`src/rtl/npu_result_reader_if.sv`:
```
// Valid/ready element stream carrying NPU results to the downstream consumer.
interface npu_result_reader_if #(
    parameter int unsigned ACC_W = 17,
    parameter int unsigned IDX_W = 2
);
    logic             valid;
    logic             ready;
    logic [ACC_W-1:0] data;
    logic [IDX_W-1:0] index;
    logic             last;

    modport master (
        output valid,
        output data,
        output index,
        output last,
        input  ready
    );

    modport slave (
        input  valid,
        input  data,
        input  index,
        input  last,
        output ready
    );
endinterface

```
`src/rtl/npu_result_reader.sv`:
```
// Snapshots the NPU accumulator array on a pdone rising edge and streams the
// elements out row-major, one per valid/ready transfer.
module npu_result_reader #(
    parameter int unsigned N     = 2,
    parameter int unsigned ACC_W = 16 + (N - 1),
    parameter int unsigned IDX_W = (N * N > 1) ? $clog2(N * N) : 1
) (
    input  logic                 clk,
    input  logic                 rst,
    input  logic [ACC_W-1:0]     npu_out [N*N],
    input  logic                 pdone,
    npu_result_reader_if.master  m,
    output logic                 busy,
    output logic                 overrun,
    input  logic                 clear_overrun,
    output logic [7:0]           frame_cnt
);

    localparam logic [IDX_W-1:0] LAST_IDX = IDX_W'(N * N - 1);

    typedef enum logic {
        IDLE,
        STREAM
    } state_t;

    state_t           state_q, state_d;
    logic [IDX_W-1:0] idx_q, idx_d;
    logic             pdone_q;
    logic [ACC_W-1:0] snap_q [N*N];
    logic [ACC_W-1:0] snap_d [N*N];
    logic             overrun_q, overrun_d;
    logic [7:0]       frame_cnt_q, frame_cnt_d;

    logic cap;
    logic xfer;
    logic at_last;

    assign cap     = pdone & ~pdone_q;
    assign at_last = (idx_q == LAST_IDX);

    assign m.valid   = (state_q == STREAM);
    assign m.data    = snap_q[idx_q];
    assign m.index   = idx_q;
    assign m.last    = m.valid & at_last;
    assign busy      = m.valid;
    assign overrun   = overrun_q;
    assign frame_cnt = frame_cnt_q;
    assign xfer      = m.valid & m.ready;

    // State, index, snapshot and status registers.
    always_ff @(posedge clk or posedge rst) begin
        if (rst) begin
            state_q     <= IDLE;
            idx_q       <= '0;
            pdone_q     <= 1'b0;
            snap_q      <= '{default: '0};
            overrun_q   <= 1'b0;
            frame_cnt_q <= '0;
        end else begin
            state_q     <= state_d;
            idx_q       <= idx_d;
            pdone_q     <= pdone;
            snap_q      <= snap_d;
            overrun_q   <= overrun_d;
            frame_cnt_q <= frame_cnt_d;
        end
    end

    // Next-state logic: capture, advance on transfer, recapture on the last
    // transfer, and flag completion edges that arrive mid-frame.
    always_comb begin
        state_d     = state_q;
        idx_d       = idx_q;
        snap_d      = snap_q;
        frame_cnt_d = frame_cnt_q;
        overrun_d   = overrun_q;

        if (clear_overrun) begin
            overrun_d = 1'b0;
        end

        case (state_q)
            IDLE: begin
                if (cap) begin
                    snap_d  = npu_out;
                    idx_d   = '0;
                    state_d = STREAM;
                end
            end
            STREAM: begin
                if (xfer && at_last) begin
                    frame_cnt_d = frame_cnt_q + 8'd1;
                    idx_d       = '0;
                    if (cap) begin
                        snap_d = npu_out;
                    end else begin
                        state_d = IDLE;
                    end
                end else begin
                    if (xfer) begin
                        idx_d = idx_q + 1'b1;
                    end
                    // Set wins over a same-cycle clear.
                    if (cap) begin
                        overrun_d = 1'b1;
                    end
                end
            end
            default: begin
                state_d = IDLE;
            end
        endcase
    end

endmodule

```
`src/flat_wrapper.sv`:
```
// flat-port wrapper written by rule: the top's interface ports become plain ports
module npu_result_reader_flat 
#(
    parameter int unsigned N     = 2,
    parameter int unsigned ACC_W = 16 + (N - 1),
    parameter int unsigned IDX_W = (N * N > 1) ? $clog2(N * N) : 1
)
  (clk, rst, npu_out, pdone, busy, overrun, clear_overrun, frame_cnt, m_valid, m_data, m_index, m_last, m_ready);
  npu_result_reader_if #(.ACC_W(ACC_W), .IDX_W(IDX_W)) m_i ();
  input  logic clk;
  input  logic rst;
  input  logic [ACC_W-1:0] npu_out[N*N];
  input  logic pdone;
  output logic busy;
  output logic overrun;
  input  logic clear_overrun;
  output logic [7:0] frame_cnt;
  output wire logic [$bits(m_i.valid)-1:0] m_valid;
  output wire logic [$bits(m_i.data)-1:0] m_data;
  output wire logic [$bits(m_i.index)-1:0] m_index;
  output wire logic [$bits(m_i.last)-1:0] m_last;
  input wire logic [$bits(m_i.ready)-1:0] m_ready;
  assign m_valid = m_i.valid;
  assign m_data = m_i.data;
  assign m_index = m_i.index;
  assign m_last = m_i.last;
  assign m_i.ready = m_ready;
  npu_result_reader #(.N(N), .ACC_W(ACC_W), .IDX_W(IDX_W)) u_core (.clk(clk), .rst(rst), .npu_out(npu_out), .pdone(pdone), .m(m_i), .busy(busy), .overrun(overrun), .clear_overrun(clear_overrun), .frame_cnt(frame_cnt));
endmodule
```
`config.mk`:
```
export PLATFORM = sky130hd
export DESIGN_NAME = npu_result_reader_flat
export DESIGN_NICKNAME = d
export VERILOG_FILES = /design/src/rtl/npu_result_reader_if.sv /design/src/rtl/npu_result_reader.sv /design/src/flat_wrapper.sv
export SDC_FILE = /design/constraint.sdc
export NUM_CORES = 1
export LEC_CHECK = 0
export CELL_PAD_IN_SITES_DETAIL_PLACEMENT = 1
export CELL_PAD_IN_SITES_GLOBAL_PLACEMENT = 2
export CORE_MARGIN = 4
export CORE_UTILIZATION = 29
export CTS_CLUSTER_DIAMETER = 40
export DETAILED_ROUTE_END_ITERATION = 7
export PLACE_DENSITY = 0.86
export SYNTH_ARGS = -nofsm -noshare
export SYNTH_HDL_FRONTEND = slang
export SYNTH_SLANG_ARGS = --single-unit
```
`constraint.sdc`:
```
create_clock -name clk -period 2.3 [get_ports clk]
set_input_delay 0.345 -clock clk [delete_from_list [all_inputs] [get_ports clk]]
set_output_delay 0.345 -clock clk [all_outputs]
set_load 0.01 [all_outputs]
```
==> results_dict.tcl, run 1 <==
set metrics [dict create \
    antenna_found_initial 0 \
    drive_above_1_share_pct 29.9 \
    path_class "register to primary output" \
    first_iter_violations 65 \
    setup_tns_ps 0 \
    post-synth-top-count-cell "dfrtp_1" \
    cts_tree "built" \
    grt_pass1_vias 2672 \
    cts_root_buf "clkbuf_16" \
    worstMarginPinSlew_ps 439 \
    coreArea_um2 11700 \
    power_frac_clock_pct 21.8 \
    netlist_top_cells_area "dfrtp_1 (58%), mux2_2 (16%), mux4_2 (11%)" \
    p_seq_share_pct 37.6 \
    grt_max_degree 82 \
    rrSetupSlack_ps 370 \
    yosysTopAreaCell "dfrtp_1" \
    clk_path_buf_depth 2 \
    syn-instance-count 215 \
    grtUsageTotal_pct 12.6 \
    synth_nets 290 \
    wl_um 8230 \
    outcome "finished, final reports clean" \
    synth_cell_type_count 24 \
    crit_chain "buf_4 -> ha_1 -> and2_1 -> clkdlybuf4s50_1" \
    critPathLaunchType "register" \
    slew_headroom_pct 70.7 \
    p_comb_share_pct 40.7 \
    cts.sinks 81 \
    seqCellArea_um2 2030 \
    clk_latency_ps 340 \
    cp.arrival_ps 1840 \
    powerDensity_nw_per_um2 1290 \
    p_leak_uw 0.00217 \
    netlist_area_um2 3520 \
    synth_top_cell_area_share_pct 57.6 \
    yosysSeqAreaShare_pct 57.6 \
    drv_slew 0 \
    die_h_um 118 \
    die_width_um 118 \
    hold_buffers 0 \
    dp_hpwl_um 5860 \
    ys_async_sr_fraction_pct 100 \
    grt_setup_unrepaired "no" \
    dp.cells 457 \
    clk_pin_slew_ps 60 \
    wl_per_cell_um 17.1 \
    n_antenna_cell 0 \
    finalClockSkew_ps 4.42 \
    power_uw 6590 \
    min_period_over_period_pct 95.0 \
    cts_buffers 9 \
    h-tree-depth 3 \
    ir_drop_uv 707 \
    crit_path_end_kind "primary output" \
    reg2reg_to "u_core.snap_q[31]" \
    area_growth_pct 45.6 \
    timing.rr.start "u_core.m.index[1]" \
    overflow 0 \
    ys_warn_count 0 \
    num_rows 39 \
    hp-class "register to register" \
    start_util_pct 30.2 \
    crit_fanout 5 \
    instances_no_fill 481 \
    ant_nets 0 \
    grt_pass1_wl_um 13800 \
    min_path_cells 1 \
    vias 2234 \
    synth_top_cells_by_count "dfrtp_1 (81), mux2_2 (49), mux2_1 (20)" \
    io_pins 104 \
    crit_slowest_cell "clkdlybuf4s50_1" \
    cp.required_ps 1960 \
    multiInputGateArea_um2 1390 \
    setup_viol 0 \
    slowest_delay_ps 550 \
    rr_worst_depth 6 \
    synth_seq_cells 81 \
    avgSynthCellArea_um2 16.4 \
    drcViolationCount 0 \
    finalNetCount 408 \
    synth-edff-count 0 \
    fmax_ghz 0.458 \
    hold_start "u_core.frame_cnt[7]" \
    p_int_uw 4670 \
    vias_per_cell 4.64 \
    fill_cells 1193 \
    fin_util_pct 44.0 \
    fp.dieArea_um2 14000 \
    max_cap_viol_count 0 \
    switchingPower_uw 1920 \
    io_buffers 103 \
    netSwitchingFraction_pct 29.1 \
    hold_violations 0 \
    min_to "u_core.frame_cnt[7]" \
    first_pass_iters 4 \
    gp_congestion 0.711 \
    synthFlopType "dfrtp_1" \
    period_needed_ps 2190 \
]
-- sequential cells by signal, indices dropped and copies added (netlist names) --
name              flops
u_core.pdone_q        1
u_core.m.index        2
u_core.overrun        1
u_core.busy           1
u_core.frame_cnt      8
u_core.snap_q        68
-- routing by layer --
layer	up-vias	wire [um]	global-route usage (%)
li1	1022	-	-
met1	1141	3530	15.4
met2	62	4160	20.7
met3	9	454	5.30
met4	0	92	3.52
met5	-	0	0
-- worst max path at each step --
stage / end / from / slack [ps] / cells past startpoint
floorplan: m_data[10] / u_core.m.index[1] / 500 / 3
global placement: m_data[9] / u_core.m.index[1] / 340 / 3
detailed placement: m_data[6] / u_core.m.index[1] / 300 / 3
CTS: m_data[0] / u_core.m.index[1] / 10 / 3
global route: m_last / u_core.m.index[1] / 0.9 / 4
finish: m_last / u_core.m.index[1] / 110 / 4
-- worst max-delay path, delay by kind of cell (launching register included) --
| kind | cells | cell delay [ps] |
|---|---|---|
| adders and majority gates | 1 | 240 |
| buffers and inverters | 2 | 720 |
| DFF | 1 | 390 |
| and+or+nand+nor | 1 | 160 |
-- power groups by stage --
stage	Sequential (uW)	Clock, uW	Combinational, uW
floorplan	2380	0	1600
global placement	2470	0	2700
detailed placement	2500	0	2780
CTS	2490	1490	2620
global route	2580	1560	2910
finish	2470	1430	2680
-- cells in the final DEF (no fill, tap or decap), drive strengths merged --
cell type and instances:
nand2 7, o22ai 1, dlymetal6s2s 2, xnor2 3, bufinv 1, inv 1
clkdlybuf4s50 87, dlygate4sd2 14, clkbuf 11, nor3 3, o21a 1, mux2 69
clkinv 2, and3 2, ha 2, buf 17, and2 1, nand4 4
xor2 4, a32o 1, clkinvlp 3, nor2 1, a21o 1, mux4 17
dfrtp 81, nand2b 1, a21oi 1
-- metrics by stage --
stage | hold WS [ps] | area [um2] | worst slack, ps
floorplan | 376 | 3520 | 498
global placement | 461 | 4750 | 342
detailed placement | 469 | 4750 | 301
CTS | 477 | 5040 | 11.1
global route | 486 | 5130 | 0.875
finish | 472 | 5130 | 115
-- logic make-up (layout without fill, tap and decap cells) --
kind of cell | after synthesis | in the layout | synth area share [%]
compound gates | 5 | 5 | 1.35
xor+xnor | 7 | 7 | 1.74
fa+ha+maj | 2 | 2 | 0.711
buf+inv | 15 | 138 | 2.98
flops | 81 | 81 | 57.6
mux | 86 | 86 | 32.9
simple gates | 19 | 19 | 2.70
-- what timing repair did --
action | 4_1_cts | 5_1_grt
gates resized for setup | 14 | 3
buffers inserted | 1 | 7
setup endpoints to repair | 14 | 4
pin swaps | 0 | 0
endpoints found under the hold margin | 0 | 0
-- cell type report --
type | count | share of cell area, %
inverter | 2 | 0.220
clock inverter | 5 | 1.07
clock buffer | 11 | 4.74
multi-input combinational | 119 | 27.1
timing repair buffer | 120 | 23.8
sequential | 81 | 39.6
tap | 143 | 3.49
Note: power is estimated with default switching activity, not from simulation.
==> inputs of run 2 (changes only) <==
--- a/config.mk
+++ b/config.mk
@@ -5,6 +5,7 @@
 export SDC_FILE = /design/constraint.sdc
 export NUM_CORES = 1
 export LEC_CHECK = 0
+export ABC_CLOCK_PERIOD_IN_PS = 2300
 export CELL_PAD_IN_SITES_DETAIL_PLACEMENT = 1
 export CELL_PAD_IN_SITES_GLOBAL_PLACEMENT = 2
 export CORE_MARGIN = 4
==> results of run 2 <==
Final layout, timing and power as in run 1 (identical DEF).
==> inputs of run 3 (changes only) <==
--- a/config.mk
+++ b/config.mk
@@ -11,6 +11,7 @@
 export CORE_MARGIN = 4
 export CORE_UTILIZATION = 29
 export CTS_CLUSTER_DIAMETER = 40
+export CTS_CLUSTER_SIZE = 40
 export DETAILED_ROUTE_END_ITERATION = 7
 export PLACE_DENSITY = 0.86
 export SYNTH_ARGS = -nofsm -noshare
==> results of run 3 <==
Final layout, timing and power as in run 1 (identical DEF).
